## src/rtl/rf_write_arbiter.sv

```systemverilog
// Register-file write-port arbiter between writeback and load return, with an
// 8-entry in-flight load scoreboard and a starvation bound for load returns.
module rf_write_arbiter #(
  parameter int unsigned STARVE_LIMIT = 3
) (
  input  logic        clk,
  input  logic        rst_n,
  input  logic        en,
  input  logic        wb_hb,
  input  logic        wb_lb,
  input  logic [2:0]  wb_regDest,
  input  logic [15:0] wb_dataIn,
  output logic        wb_stall,
  input  logic        ld_valid,
  input  logic        ld_hb,
  input  logic        ld_lb,
  input  logic [2:0]  ld_regDest,
  input  logic [15:0] ld_data,
  output logic        ld_ready,
  input  logic        ld_issue,
  input  logic [2:0]  ld_issueDest,
  input  logic [2:0]  chk_reg,
  output logic        chk_busy,
  output logic        sb_err,
  output logic [2:0]  rf_regDest,
  output logic [15:0] rf_dataIn,
  output logic        rf_we,
  output logic        rf_hb,
  output logic        rf_lb
);

  // Handshakes: a load return transfers on a cycle where ld_valid & ld_ready.
  // A writeback request (wb_hb | wb_lb) transfers on any cycle where en=1 and
  // wb_stall=0; otherwise upstream holds wb_* unchanged.

  localparam logic [3:0] LIMIT = 4'(STARVE_LIMIT);

  logic [3:0] starve_q, starve_d;
  logic [7:0] pending_q, pending_d;
  logic       sb_err_q, sb_err_d;

  logic       wb_req;
  logic       grant_wb;
  logic       grant_ld;
  logic       ld_hs;
  logic [7:0] set_vec;
  logic [7:0] clr_vec;
  logic       err_dup_issue;
  logic       err_bad_return;

  assign wb_req = wb_hb | wb_lb;

  always_comb begin
    grant_wb = 1'b0;
    grant_ld = 1'b0;
    if (rst_n && en) begin
      if (ld_valid && !wb_req) begin
        grant_ld = 1'b1;
      end else if (wb_req && !ld_valid) begin
        grant_wb = 1'b1;
      end else if (wb_req && ld_valid) begin
        // Same destination: the load is older, so it must land first.
        if (ld_regDest == wb_regDest) begin
          grant_ld = 1'b1;
        end else if (starve_q >= LIMIT) begin
          grant_ld = 1'b1;
        end else begin
          grant_wb = 1'b1;
        end
      end
    end
  end

  assign ld_ready = grant_ld;
  assign wb_stall = grant_ld & wb_req;
  assign ld_hs    = ld_valid & ld_ready;

  always_comb begin
    rf_regDest = 3'd0;
    rf_dataIn  = 16'd0;
    rf_hb      = 1'b0;
    rf_lb      = 1'b0;
    if (grant_ld) begin
      rf_regDest = ld_regDest;
      rf_dataIn  = ld_data;
      rf_hb      = ld_hb;
      rf_lb      = ld_lb;
    end else if (grant_wb) begin
      rf_regDest = wb_regDest;
      rf_dataIn  = wb_dataIn;
      rf_hb      = wb_hb;
      rf_lb      = wb_lb;
    end
  end

  assign rf_we = rf_hb | rf_lb;

  always_comb begin
    starve_d = starve_q;
    if (en) begin
      if (ld_valid && !ld_ready) begin
        if (starve_q != 4'hF) starve_d = starve_q + 4'd1;
      end else begin
        starve_d = 4'd0;
      end
    end
  end

  always_comb begin
    set_vec = 8'd0;
    clr_vec = 8'd0;
    if (en && ld_issue) set_vec[ld_issueDest] = 1'b1;
    if (ld_hs)          clr_vec[ld_regDest]   = 1'b1;
  end

  // Set is applied after clear so a same-cycle issue to a returning register wins.
  assign pending_d = (pending_q & ~clr_vec) | set_vec;

  assign err_dup_issue  = en & ld_issue & pending_q[ld_issueDest] & ~clr_vec[ld_issueDest];
  assign err_bad_return = ld_hs & ~pending_q[ld_regDest];
  assign sb_err_d       = sb_err_q | err_dup_issue | err_bad_return;

  always_ff @(posedge clk or negedge rst_n) begin
    if (!rst_n) begin
      starve_q  <= 4'd0;
      pending_q <= 8'd0;
      sb_err_q  <= 1'b0;
    end else begin
      starve_q  <= starve_d;
      pending_q <= pending_d;
      sb_err_q  <= sb_err_d;
    end
  end

  assign chk_busy = pending_q[chk_reg];
  assign sb_err   = sb_err_q;

endmodule

```

## config.mk

```make
export PLATFORM = sky130hd
export DESIGN_NAME = rf_write_arbiter
export DESIGN_NICKNAME = d
export VERILOG_FILES = /design/src/rtl/rf_write_arbiter.sv
export SDC_FILE = /design/constraint.sdc
export NUM_CORES = 1
export LEC_CHECK = 0
export BUFFER_PORTS_ARGS = -buffer_cell sky130_fd_sc_hd__buf_4
export CELL_PAD_IN_SITES_DETAIL_PLACEMENT = 1
export CELL_PAD_IN_SITES_GLOBAL_PLACEMENT = 2
export CORE_AREA = 2 2 75 77
export DETAILED_ROUTE_END_ITERATION = 12
export DIE_AREA = 0 0 77 79
export PLACE_DENSITY = 0.81
export SYNTH_ARGS = -nofsm -noshare
export SYNTH_HDL_FRONTEND = slang
export SYNTH_SLANG_ARGS = --single-unit
```

## constraint.sdc

```tcl
create_clock -name clk -period 3.08 [get_ports clk]
set_clock_uncertainty 0.05 [all_clocks]
set_input_delay 0.308 -clock clk [delete_from_list [all_inputs] [get_ports clk]]
set_output_delay 0.308 -clock clk [all_outputs]
set_load 0.05 [all_outputs]
```

# Word-level counts from Yosys, hierarchy flattened
# Cells that the tools add are included.
[totals]
regBits = 13
out_inout_bits = 26
inputBits = 53
word_cells = 76
[classes]
magnitude_cmp = 6
addsub = 1
eq_ne = 3
mux = 36
n_bitwise = 15
n_reduce_logical = 12
[ops]
columns = ["operator", "count"]
rows = [
  ["16-bit two-way mux", 2],
  ["1-bit two-way mux", 22],
  ["8-bit two-way mux", 2],
  ["1-bit binary-select mux with 3-bit select", 4],
  ["3-bit by 4-bit < comparator with 1-bit output (second input constant)", 3],
  ["8-bit AND", 1],
  ["1-bit logical AND", 8],
  ["4-bit two-way mux", 2],
  ["8-bit NOT", 1],
  ["8-bit bitwise OR", 1],
  ["1-bit AND", 6],
  ["1-bit demux with 3-bit select", 2],
  ["3-bit by 1-bit greater-or-equal comparator with 1-bit output (second input constant)", 2],
  ["3-bit two-way mux", 2],
  ["4-bit by 1-bit adder with 4-bit output (second input constant)", 1],
  ["4-bit by 2-bit greater-or-equal comparator with 1-bit output (second input constant)", 1],
  ["4-bit != test (second input constant)", 1],
  ["1-bit bitwise OR", 4],
  ["3-bit equality test", 1],
  ["1-bit zero test", 3],
  ["2-bit by 1-bit != test with 1-bit output (second input constant)", 1],
  ["1-bit NOT", 2],
  ["2-bit AND reduction", 1],
]

# Logic depth before layout (Yosys ltp)
[depth]
word_depth = 15
ltp_mapped = 7
mapped_depth_nobuf = 7

# Worst setup path after synthesis
# OpenSTA, ideal clock, no wires.
[synth_path]
kind = "reg2out"
startpoint = "reg starve_q[0]"
endpoint = "out rf_hb"
stages_incl_launch_ff = 7
arrival_time_ns = 2.066
required_ns = 2.722
path_slack_ns = 0.656
n_path_buf = 0
cell_sequence = "dfrtp_1 -> ha_1 -> nor3_2 -> o31ai_4 -> o21ai_0 -> mux2i_1 -> nor2_1"
[synth_between]
elab_chain_len = 9
elab_cells_between_ends = 15
classes_between = "order compare: 1; mux: 14"
[synth_lines]
columns = ["element", "line_no", "text"]
rows = [
  ["from (decl)", "38", "logic [3:0] starve_q, starve_d;"],
  ["from (signal assigned)", "129", "starve_q <= starve_d;"],
  ["4-bit by 2-bit greater-or-equal comparator with 1-bit output *", "65", "end else if (starve_q >= LIMIT) begin"],
  ["1-bit two-way mux", "65", ""],
  ["1-bit two-way mux", "63", "if (ld_regDest == wb_regDest) begin"],
  ["1-bit two-way mux", "61", "end else if (wb_req && ld_valid) begin"],
  ["1-bit two-way mux", "59", "end else if (wb_req && !ld_valid) begin"],
  ["1-bit two-way mux", "57", "if (ld_valid && !wb_req) begin"],
  ["1-bit two-way mux", "56", "if (rst_n && en) begin"],
  ["1-bit two-way mux", "88", "end else if (grant_wb) begin"],
  ["1-bit two-way mux *", "83", "if (grant_ld) begin"],
  ["to (decl)", "28", "output logic rf_hb,"],
]
# Every way passes the cells marked *; elsewhere a longest branch is shown, timed or not.

# Worst setup path in the final report
[layout_path]
startpoint = "reg starve_q[0]"
endpoint = "out rf_regDest[1]"
[layout_between]
elab_chain_len = 9
elab_cells_between_ends = 15
classes_between = "order compare: 1; mux: 14"
[layout_lines]
columns = ["element", "line_no", "text"]
rows = [
  ["4-bit by 2-bit greater-or-equal comparator with 1-bit output *", "65", ""],
  ["1-bit two-way mux", "65", ""],
  ["1-bit two-way mux", "63", ""],
  ["1-bit two-way mux", "61", ""],
  ["1-bit two-way mux", "59", ""],
  ["1-bit two-way mux", "57", ""],
  ["1-bit two-way mux", "56", ""],
  ["3-bit two-way mux", "88", ""],
  ["3-bit two-way mux *", "83", ""],
  ["to (decl)", "25", "output logic [2:0] rf_regDest,"],
]
# Marks and branches as above.

==> metrics.txt <==
NetSw=0.000300 W; Antenna Nets Post-Route=0; commonest cells after routing, fill and taps aside=buf_4 (79), a22o_1 (18), dfrtp_1 (13); First-pass DRT Iterations=4; GRT overflow=0; Skew-Pair Late Insertion Delay=0.25 ns; fin crit period=2.75 ns; Core Box Area=5340 um^2; Critical Path RT=2.72 ns; die height=79 um; max-cap violation count=0; clock buffer depth=2; DR WL/cell=16.5 um; Slew Limit Headroom=0.687; Worst Reg-to-Reg Cells=6; synth warn=0; starting DRC count in detailed routing=54; Layout area overhead=55.9%; critical path cell sequence=ha_1 -> nor3_2 -> o31ai_4 -> o21ai_4 -> inv_2 -> a22o_1 -> buf_4; final-report setup violation count=0; setup bufs post-CTS=0; Hold Slack=0.264 ns; PnR worst setup slack=0.325 ns; commonest non-fill, non-tap cell in the layout=buf_4; dominant synthesized flop cell=dfrtp_1; Sw Share=0.398; register share of total power=0.316; Seq/Total Area, Yosys=0.267; Lkg Pwr=0.874 nW; root buffer cell=clkbuf_8; Final #Nets=258; post-synthesis cell count=128; library cells used by synthesis=34; Synth async-reset ratio=1.00; All-Layer GR Usage=0.146; Post-CTS Hold Buffers=1; WP data arrival=2.40 ns; largest cells by area after synthesis=dfrtp_1 (27%), a22o_1 (13%), mux4_2 (7.4%), o31ai_1 (4.3%), xor2_2 (4.0%); cell row count=27; detailed placer's ending HPWL=3570 um; VDD IR-drop max=0.000186 V; initial antenna violation count=0; DP Worst Slack=0.599 ns; top-level I/O count=79; Worst setup EP type=output port; Hold Path Class=in2reg; CP startpoint kind=flip-flop; Critical R2R Capture=sb_err; CP Buf/Inv Count=2; Fin. Hold Viols=0; fmax=363 MHz; post-synth top area cell=dfrtp_1; CTS buffer count=3; CP max stage cell=dfrtp_1; vias in the first global route=1408; FF-to-FF Start=starve_q[0]; kind of critical path=reg2out; final worst-path cycle share=0.894; hold endpoint=pending_q[0]; starting density of the core=0.229; Slew Viols, Final=0; share of the synthesized area in the top cell type=0.267; clock slew at reported path FFs=0.06 ns; Mapped Avg Cell Area=9.53 um^2; Hold Path Depth=2; Routed Wire Length=4550 um; IO buf count=78; number of synthesized flops with an enable pin=0; PwrDens=397 nW/um^2; Worst path top cell family by delay=compound AO/OA/AOI/OAI gates; fraction of layout cells with a size suffix above 1=0.478; vias per cell=4.93; CTS tree=done; status=finished clean; vias after detailed routing=1355; Worst Max-Slew Pin Slew=0.468 ns; clock network power share=0.212; die width=77 um; Yosys reg bits=13; Largest stage delay, worst path=0.41 ns; Combinational Power Share=0.472; R2R Setup Slk=0.86 ns; Final Wtd Congestion=0.764; Sink Count=13; Die Area=6080 um^2; hold_sp=ld_issueDest[1]; Syn Nets=182; RSZ-0062 raised after global routing=false; Mapped Area=1220 um^2; ANT cells=0; Internal=0.000454 W; first-pass GRT wire length=7160 um; post_cts resized=0; largest net degree at the start of global routing=22; setup TNS=0 ns; FILL cells=648; DRC errors left=0; crit path max fanout=21; htree depth=1
power by group through the flow:
stage / combinational, W / sequential [W] / clock, W
after floorplan: 0.000236 / 0.000225 / 0
after global placement: 0.000354 / 0.000238 / 0
after detailed placement: 0.000358 / 0.000239 / 0
after CTS: 0.000360 / 0.000238 / 0.000166
after global routing: 0.000384 / 0.000243 / 0.000174
final: 0.000356 / 0.000239 / 0.000160
how the worst max path moves through the flow:
stage,slack (ns),startpoint,cells past startpoint,end
floorplan,0.66,starve_q[0],6,rf_hb
global placement,0.68,starve_q[0],7,rf_regDest[1]
detailed placement,0.60,starve_q[0],7,rf_regDest[1]
CTS,0.32,starve_q[0],7,rf_regDest[1]
global route,0.18,starve_q[0],7,rf_regDest[1]
finish,0.33,starve_q[0],7,rf_regDest[1]
per-stage QoR:
step,std cells,area (um^2),utilization,total power (W)
finish,275,1900,0.356,0.000754
global route,275,1900,0.356,0.000801
CTS,275,1900,0.356,0.000764
detailed placement,270,1850,0.346,0.000598
global placement,270,1850,0.346,0.000592
floorplan,128,1220,-,0.000461
registers in the layout, indices dropped and copies added, names as in the netlist:
signal / count
pending_q: 8
starve_q: 4
sb_err: 1
routing by layer:
layer,global-route usage,share of wire,vias up
met5,0,0,-
met4,0.0393,0.0051,0
met3,0.0295,0.037,3
met2,0.246,0.52,29
met1,0.192,0.43,675
li1,-,-,648
worst register-to-register path, delay by kind of cell, from the launching register on:
family / cells / cell delay, ns
and+or+nand+nor: 1 / 0.27
DFF: 1 / 0.41
buffers and inverters: 1 / 0.25
AOI/OAI and AO/OA: 3 / 0.85
adders and majority gates: 1 / 0.27
cells in the mapped netlist (4+ instances only):
cell / instances
mux2i_1: 4
nand2_1: 11
mux4_2: 4
and3_1: 5
a21oi_1: 6
o31ai_1: 7
buf_2: 4
dfrtp_1: 13
o21ai_0: 6
nand3_1: 4
nor2_1: 6
a22o_1: 18
nand2b_1: 4
area by class of cell:
class                      count  area (um^2)  share of cell area
tap                           72         90.1              0.0474
inverter                       3         11.3             0.00592
timing repair buffer          80          603               0.317
multi-input combinational    103          827               0.435
clock buffer                   4         45.0              0.0237
sequential                    13          325               0.171
kinds of logic after synthesis:
logic type               after synthesis  share of synthesized area
AND/OR/NAND/NOR                       34                      0.138
buffers and inverters                 12                     0.0595
XOR/XNOR                               6                     0.0615
AO/OA/AOI/OAI                         51                      0.329
adder cells (fa/ha/maj)                1                     0.0103
flip-flops                            13                      0.267
multiplexers                          11                      0.134
(Power assumes the default switching activity.)
